==> src/rtl/wb_arb_pkg.sv <==
// Shared types and constants for the two-master Wishbone memory arbiter.
// Combinational helpers only; no flow control of its own.
package wb_arb_pkg;

  typedef enum logic [1:0] {
    IDLE    = 2'd0,
    BUSY_M0 = 2'd1,
    BUSY_M1 = 2'd2
  } arb_state_t;

  localparam logic [1:0] GNT_M0 = 2'b01;
  localparam logic [1:0] GNT_M1 = 2'b10;

  // Timeout counter width; a disabled timeout still needs a legal 1-bit vector.
  function automatic int cnt_width(input int timeout_cycles);
    return (timeout_cycles < 1) ? 1 : $clog2(timeout_cycles + 1);
  endfunction

endpackage

==> src/rtl/rr_arbiter2.sv <==
// Two-way one-hot pick from req and last_grant, zero latency (purely combinational).
// No backpressure: the caller decides when the pick is consumed.
module rr_arbiter2
  import wb_arb_pkg::*;
#(
  parameter int RR_ENABLE = 1
) (
  input  logic [1:0] req,
  input  logic [1:0] last_grant,
  output logic [1:0] grant
);

  always_comb begin
    grant = 2'b00;
    case (req)
      2'b01: grant = GNT_M0;
      2'b10: grant = GNT_M1;
      2'b11: begin
        if (RR_ENABLE != 0) grant = (last_grant == GNT_M1) ? GNT_M0 : GNT_M1;
        else                grant = GNT_M1;
      end
      default: grant = 2'b00;
    endcase
  end

endmodule

==> src/rtl/wb_shared_mem_arbiter.sv <==
// Shares one single-beat Wishbone slave between M0 and M1; grant one cycle after request, ack returns to IDLE next edge.
// Losing master is stalled (no ack) until granted; a stuck slave is cut off by the timeout, which raises err.
module wb_shared_mem_arbiter
  import wb_arb_pkg::*;
#(
  parameter int ADDR_WIDTH     = 32,
  parameter int DATA_WIDTH     = 32,
  parameter int RR_ENABLE      = 1,
  parameter int TIMEOUT_CYCLES = 1024
) (
  input  logic                      clk,
  input  logic                      rst,
  input  logic                      m0_cyc_i,
  input  logic                      m0_stb_i,
  input  logic                      m0_we_i,
  input  logic [ADDR_WIDTH-1:0]     m0_addr_i,
  input  logic [DATA_WIDTH-1:0]     m0_data_i,
  input  logic [DATA_WIDTH/8-1:0]   m0_sel_i,
  output logic [DATA_WIDTH-1:0]     m0_data_o,
  output logic                      m0_ack_o,
  output logic                      m0_err_o,
  input  logic                      m1_cyc_i,
  input  logic                      m1_stb_i,
  input  logic                      m1_we_i,
  input  logic [ADDR_WIDTH-1:0]     m1_addr_i,
  input  logic [DATA_WIDTH-1:0]     m1_data_i,
  input  logic [DATA_WIDTH/8-1:0]   m1_sel_i,
  output logic [DATA_WIDTH-1:0]     m1_data_o,
  output logic                      m1_ack_o,
  output logic                      m1_err_o,
  output logic                      s_cyc_o,
  output logic                      s_stb_o,
  output logic                      s_we_o,
  output logic [ADDR_WIDTH-1:0]     s_addr_o,
  output logic [DATA_WIDTH-1:0]     s_data_o,
  output logic [DATA_WIDTH/8-1:0]   s_sel_o,
  input  logic [DATA_WIDTH-1:0]     s_data_i,
  input  logic                      s_ack_i,
  output logic [1:0]                grant_o
);

  localparam int               CNT_W    = cnt_width(TIMEOUT_CYCLES);
  localparam int               TO_LAST  = (TIMEOUT_CYCLES > 0) ? TIMEOUT_CYCLES - 1 : 0;
  localparam logic [CNT_W-1:0] CNT_LAST = CNT_W'(TO_LAST);
  localparam logic [CNT_W-1:0] CNT_MAX  = '1;

  arb_state_t       state_q, state_d;
  logic [1:0]       last_grant_q, last_grant_d;
  logic [CNT_W-1:0] cnt_q, cnt_d;
  logic [1:0]       req;
  logic [1:0]       pick;
  logic             busy_m0, busy_m1;
  logic             cur_cyc;
  logic             timeout;

  assign req = {m1_cyc_i & m1_stb_i, m0_cyc_i & m0_stb_i};

  rr_arbiter2 #(
    .RR_ENABLE (RR_ENABLE)
  ) u_pick (
    .req        (req),
    .last_grant (last_grant_q),
    .grant      (pick)
  );

  // Outputs are blanked during the reset cycle itself so an ack racing reset is dropped.
  assign busy_m0 = (state_q == BUSY_M0) && !rst;
  assign busy_m1 = (state_q == BUSY_M1) && !rst;
  assign cur_cyc = (busy_m0 & m0_cyc_i) | (busy_m1 & m1_cyc_i);
  assign timeout = (TIMEOUT_CYCLES != 0) && cur_cyc && !s_ack_i && (cnt_q == CNT_LAST);

  always_comb begin
    state_d      = state_q;
    last_grant_d = last_grant_q;
    cnt_d        = cnt_q;
    case (state_q)
      IDLE: begin
        cnt_d = '0;
        if (pick == GNT_M0) begin
          state_d      = BUSY_M0;
          last_grant_d = GNT_M0;
        end else if (pick == GNT_M1) begin
          state_d      = BUSY_M1;
          last_grant_d = GNT_M1;
        end
      end
      BUSY_M0, BUSY_M1: begin
        if (s_ack_i || !cur_cyc || timeout) begin
          state_d = IDLE;
        end else if (cnt_q != CNT_MAX) begin
          cnt_d = cnt_q + CNT_W'(1);
        end
      end
      default: state_d = IDLE;
    endcase
  end

  always_ff @(posedge clk) begin
    if (rst) begin
      state_q      <= IDLE;
      last_grant_q <= GNT_M1;
      cnt_q        <= '0;
    end else begin
      state_q      <= state_d;
      last_grant_q <= last_grant_d;
      cnt_q        <= cnt_d;
    end
  end

  always_comb begin
    s_cyc_o   = 1'b0;
    s_stb_o   = 1'b0;
    s_we_o    = 1'b0;
    s_addr_o  = '0;
    s_data_o  = '0;
    s_sel_o   = '0;
    m0_data_o = '0;
    m0_ack_o  = 1'b0;
    m0_err_o  = 1'b0;
    m1_data_o = '0;
    m1_ack_o  = 1'b0;
    m1_err_o  = 1'b0;
    grant_o   = 2'b00;
    if (busy_m0) begin
      s_cyc_o   = m0_cyc_i & ~timeout;
      s_stb_o   = m0_cyc_i & m0_stb_i & ~timeout;
      s_we_o    = m0_we_i;
      s_addr_o  = m0_addr_i;
      s_data_o  = m0_data_i;
      s_sel_o   = m0_sel_i;
      m0_data_o = s_data_i;
      m0_ack_o  = s_ack_i & m0_cyc_i;
      m0_err_o  = timeout;
      grant_o   = GNT_M0;
    end else if (busy_m1) begin
      s_cyc_o   = m1_cyc_i & ~timeout;
      s_stb_o   = m1_cyc_i & m1_stb_i & ~timeout;
      s_we_o    = m1_we_i;
      s_addr_o  = m1_addr_i;
      s_data_o  = m1_data_i;
      s_sel_o   = m1_sel_i;
      m1_data_o = s_data_i;
      m1_ack_o  = s_ack_i & m1_cyc_i;
      m1_err_o  = timeout;
      grant_o   = GNT_M1;
    end
  end

endmodule

==> config.mk <==
export PLATFORM = sky130hd
export DESIGN_NAME = wb_shared_mem_arbiter
export DESIGN_NICKNAME = d
export VERILOG_FILES = /design/src/rtl/wb_arb_pkg.sv /design/src/rtl/rr_arbiter2.sv /design/src/rtl/wb_shared_mem_arbiter.sv
export SDC_FILE = /design/constraint.sdc
export NUM_CORES = 1
export LEC_CHECK = 0
export ABC_AREA = 1
export CORE_AREA = 3 3 123 125
export DETAILED_ROUTE_END_ITERATION = 6
export DIE_AREA = 0 0 126 128
export GPL_TIMING_DRIVEN = 0
export SYNTH_ARGS = -nofsm -noshare
export SYNTH_HDL_FRONTEND = slang
export SYNTH_SLANG_ARGS = --single-unit
==> constraint.sdc <==
create_clock -name clk -period 3.15 [get_ports clk]
set_clock_uncertainty 0.05 [all_clocks]
set_input_delay 0.63 -clock clk [delete_from_list [all_inputs] [get_ports clk]]
set_output_delay 0.63 -clock clk [all_outputs]
set_load 0.1 [all_outputs]
# Yosys cells after proc, flatten, opt, wreduce, memory -nomap -nowiden
# Cells that the tools add are included.
word_totals:
  ff_bits: 15
  inputBits: 177
  output_inout_bits: 141
  word_cells: 78
op_classes:
  add_sub_neg: 1
  eq_ne: 14
  muxes: 32
  bitwise_logic: 12
  reduce_logical: 16
ops:
  columns: ["op", "n"]
  rows:
  - ["32-bit 2-to-1 mux", 7]
  - ["11-bit 2-to-1 mux", 2]
  - ["11-bit case mux with 2 select lines", 1]
  - ["1-bit 2-to-1 mux", 12]
  - ["2-bit 2-to-1 mux", 6]
  - ["11-bit by 1-bit adder with 11-bit output, second input constant", 1]
  - ["11-bit by 10-bit equality test with 1-bit output, second input constant", 1]
  - ["11-bit != test, second input constant", 1]
  - ["1-bit bitwise AND", 10]
  - ["2-bit equality test, second input constant", 5]
  - ["4-bit 2-to-1 mux", 2]
  - ["2-bit by 1-bit equality test with 1-bit output, second input constant", 3]
  - ["2-bit != test, second input constant", 3]
  - ["2-bit case mux with 3 select lines", 1]
  - ["1-bit logical AND", 4]
  - ["2-bit case mux with 2 select lines", 1]
  - ["2-bit AND reduction", 2]
  - ["2-bit nonzero test", 2]
  - ["1-bit logical NOT", 3]
  - ["3-bit != test, second input constant", 1]
  - ["3-bit AND reduction", 1]
  - ["2-bit logical NOT", 1]
  - ["1-bit logical OR", 2]
  - ["2-bit OR reduction", 1]
  - ["2 further kinds", 2]

# Longest topological paths before layout
depth:
  depth_word: 10
  ltp_mapped: 10
  depth_no_buf: 10

# Cells and area by module
# A second synthesis with hierarchy kept.
hier_totals:
  cells_unflattened: 364
  area_unflattened_um2: 2250.9
by_module_without_submodules:
  columns: ["mod", "n_inst", "cells_per_inst", "area_per_inst_um2"]
  rows:
  - ["wb_shared_mem_arbiter", 1, 350, 2195.9]
  - ["rr_arbiter2", 1, 14, 55.1]

# Least setup slack after synthesis
# Ideal clock, no wire load.
synth_timing:
  path_type: "input to output"
  startpoint: "in rst"
  endpoint: "out s_cyc_o"
  t_arrival_ns: 3.298
  setup_slack_ns: -0.828
  path_stages: 7
  n_path_buf: 0
  path_cell_list: "inv_2 nand3_1 nand2_1 nand2_1 inv_1 nand3_1 a21boi_0"
synth_via:
  elab_chain_len: 10
synth_lines:
  columns: ["item", "line_no", "rtl"]
  rows:
  - ["start, declared", "wb_shared_mem_arbiter.sv:12", "input logic rst,"]
  - ["1-bit logical NOT *", "wb_shared_mem_arbiter.sv:67, wb_shared_mem_arbiter.sv:68", null]
  - ["1-bit logical AND, on equally long branches", "wb_shared_mem_arbiter.sv:67, wb_shared_mem_arbiter.sv:68", null]
  - ["1-bit bitwise AND", "wb_shared_mem_arbiter.sv:69", "assign cur_cyc = (busy_m0 & m0_cyc_i) | (busy_m1 & m1_cyc_i);"]
  - ["1-bit OR", "wb_shared_mem_arbiter.sv:69", null]
  - ["1-bit logical AND (2 in series)", "wb_shared_mem_arbiter.sv:70", "assign timeout = (TIMEOUT_CYCLES != 0) && cur_cyc && !s_ack_i && (cnt_q == CNT_LAST);"]
  - ["1-bit NOT", "wb_shared_mem_arbiter.sv:125, wb_shared_mem_arbiter.sv:136", null]
  - ["1-bit bitwise AND", "wb_shared_mem_arbiter.sv:136", "s_cyc_o = m1_cyc_i & ~timeout;"]
  - ["1-bit 2-to-1 mux", "wb_shared_mem_arbiter.sv:135", "end else if (busy_m1) begin"]
  - ["1-bit 2-to-1 mux *", "wb_shared_mem_arbiter.sv:124", "if (busy_m0) begin"]
  - ["end, declared", "wb_shared_mem_arbiter.sv:31", "output logic s_cyc_o,"]
# Every way passes the cells marked *; elsewhere a longest branch is shown, timed or not.

# Worst setup path in the final report
layout_timing:
  startpoint: "in m0_cyc_i"
  endpoint: "out m0_ack_o"
layout_via:
  elab_chain_len: 2
layout_lines:
  columns: ["item", "line_no", "rtl"]
  rows:
  - ["start, declared", "wb_shared_mem_arbiter.sv:13", "input logic m0_cyc_i,"]
  - ["1-bit bitwise AND", "wb_shared_mem_arbiter.sv:132", "m0_ack_o = s_ack_i & m0_cyc_i;"]
  - ["1-bit 2-to-1 mux", "wb_shared_mem_arbiter.sv:124", null]
  - ["end, declared", "wb_shared_mem_arbiter.sv:20", "output logic m0_ack_o,"]
# Every way passes these cells.

==> results.json <==
{
  "status": "finished, final reports clean",
  "min_period_ps": 3057,
  "worstReg2RegEnd": "cnt_q[2]",
  "synthCells": 363,
  "fin_nets": 872,
  "gp_congestion": 0.9671,
  "slew_headroom_pct": 34.24,
  "wl_per_cell_um": 19.71,
  "final_area_sq_mm": 0.005356,
  "final-setup-viol-count": 0,
  "yosys.area.top_type": "a22o_1",
  "initial_core_util_pct": 15.31,
  "cts_tree": "built",
  "place_area_sq_mm": 0.005568,
  "io_pins": 318,
  "maxCapViolCount": 0,
  "grt_max_degree": 11,
  "ys_seq_area_share_pct": 14.02,
  "core_area_sq_mm": 0.01399,
  "synth_top_area_share_pct": 28.21,
  "crit_arrival_ps": 2380,
  "critPathKind": "in -> out",
  "crit_start": "m0_cyc_i",
  "cts_inserted_buffers": 3,
  "wl_met1_um": 7170,
  "io_buffers": 317,
  "final_antenna_net_count": 0,
  "clock_latency_ps": 250,
  "drc_errors": 0,
  "dr_wl_met2_um": 8460,
  "rrSetupSlack_ps": 1320,
  "ys_top_cells_by_area": "a22o_1 (28%), nor2_1 (15%), dfxtp_1 (14%)",
  "yosysMostFrequentCell": "nor2_1",
  "rsz0062_at_grt": "no",
  "grt_antenna_before_repair": 0,
  "fp.dieW_um": 126,
  "cp-start-kind": "input port",
  "synthArstFlopShare_pct": 0,
  "rows": 43,
  "routed-wl-met3_um": 1164,
  "final_util_pct": 38.29,
  "syn-cell-area_sq_mm": 0.002142,
  "synth_fp_nets": 546,
  "fin_crit_sh_pct": 97.05,
  "timing.rr.start": "cnt_q[0]",
  "grt_overflow_total": 0,
  "p_sw_w": 0.0007860,
  "ys_seq_elements": 15,
  "first_pass_iters": 4,
  "cts_sinks": 15,
  "synthDistinctLibCells": 27,
  "synth_edf_count": 0,
  "grt_pass1_wl_um": 24080,
  "drt-initial-drc-count": 199,
  "dp_slack_ps": -1446,
  "ff2ff_path_depth": 9,
  "clockBufferDepth": 2,
  "min_path_type": "reg -> reg",
  "hold_violations": 0,
  "worst_setup_path_end_kind": "primary output",
  "setup_ws_ps": 92.94,
  "die_h_um": 128,
  "vias": 3789,
  "drive_above_1_share_pct": 26.31,
  "finalSetupTns_ps": 0,
  "ys_warn_count": 0,
  "synth_area_per_cell_sq_um": 5.901,
  "p_per_area_mw_per_mm2": 277.7,
  "fmax_ghz": 0.3271,
  "slew_violations": 0,
  "ctsHtreeMaxLevel": 1,
  "worstMarginPinSlew_ps": 990.3,
  "power_frac_seq_pct": 13.6,
  "top_layer_used": "met4",
  "dp_hpwl_um": 14560,
  "cts-root-buf": "clkbuf_16",
  "grt_pass1_vias": 3747,
  "pwr-share-clk_pct": 16.7,
  "crit_end": "m0_ack_o",
  "synthToLayoutAreaGrowth_pct": 150.1,
  "track_usage_pct": 19.41,
  "p_leak_nw": 2.570,
  "worstPathMaxFanout": 3,
  "netlist_top_cells_count": "nor2_1 (85), a22o_1 (69), inv_1 (54)",
  "die_area_sq_mm": 0.01613,
  "synthFlopType": "dfxtp_1",
  "ir_drop_uv": 142.5,
  "wl_um": 17130,
  "via_per_inst": 4.360,
  "switching_share_pct": 52.83,
  "cp.required_ps": 2470,
  "cell_internal_pwr_w": 0.0007017,
  "combinationalPowerShare_pct": 69.7,
  "clkTransAtPathRegs_ps": 50
}
metal layers:
metal | global-route usage (%) | vias up
li1 | - | 1862
met1 | 25.06 | 1757
met2 | 33.24 | 155
met3 | 4.417 | 15
met4 | 4.038 | 0
met5 | 0 | -
timing repair:
item                                    CTS  global route
hold buffers                              0             0
gates resized for setup                 727             6
pin swaps                                 2             0
setup buffers                             4             0
endpoints found under the setup margin  141            13
flip-flops by register name, summed over array words and instances (netlist names):
name          count
cnt_q            11
last_grant_q      2
state_q           2
power groups by stage:
stage	combinational [W]	clock, W	sequential (W)
6_report	0.00104	0.000249	0.000202
5_1_grt	0.00108	0.000262	0.000202
4_1_cts	0.00104	0.000255	0.000202
3_5_place_dp	0.00106	0	0.000206
3_3_place_gp	0.00106	0	0.000205
2_1_floorplan	0.000648	0	0.000204
cells by family (layout without fill, tap and decap cells):
kind of cell	after synthesis	in the layout	synth area share, %
other cells	0	1	0
buf+inv	82	407	15.01
compound gates	88	88	33.18
flops	15	15	14.02
simple gates	170	170	33.47
fa+ha+maj	6	6	3.505
xor+xnor	2	2	0.8179
critical path, cell delays in order:
cell and delay, ps:
clkdlybuf4s50_1 560, nand3_1 160, nor2_1 140, dlygate4sd2_1 880
placed cells by master (no fill, tap or decap), types with 7 or more instances in the layout:
cell type        Yosys  routed
nor2_1              85      76
dfxtp_1             15      15
buf_2                8      65
a22o_1              69      69
inv_1               54      54
nand3_1             19      19
clkbuf_1            14      11
clkdlybuf4s18_2      0       7
nand2_1             51      51
a21oi_1             13      13
nor2_2               2       9
clkdlybuf4s50_1      0     175
clkdlybuf4s15_2      0      18
buf_4                1      49
stage by stage:
stage,cells,hold slack [ps],power [W]
6_report,869,413.8,0.001488
3_3_place_gp,860,394.2,0.001264
3_5_place_dp,860,406.5,0.001267
4_1_cts,868,417.6,0.001497
5_1_grt,868,449.4,0.001543
2_1_floorplan,363,385.8,0.0008528
layout make-up:
| type | instances | area, sq um |
|---|---|---|
| Fill cell | 1487 | 8632 |
| Inverter | 58 | 217.7 |
| Multi-Input combinational cell | 266 | 1558 |
| Antenna cell | 1 | 2.502 |
| Sequential cell | 15 | 300.3 |
| Clock buffer | 4 | 78.83 |
| Buffer | 24 | 113.9 |
| Tap cell | 180 | 225.2 |
| Timing Repair Buffer | 321 | 2860 |
worst min path at each step:
stage / start / end / cells past startpoint
finish: last_grant_q[1] / last_grant_q[1] / 1
global route: last_grant_q[1] / last_grant_q[1] / 1
CTS: last_grant_q[1] / last_grant_q[1] / 1
detailed placement: last_grant_q[1] / last_grant_q[1] / 1
global placement: last_grant_q[1] / last_grant_q[1] / 1
floorplan: last_grant_q[1] / last_grant_q[1] / 1
No activity file was read; power rests on OpenSTA's default activity.
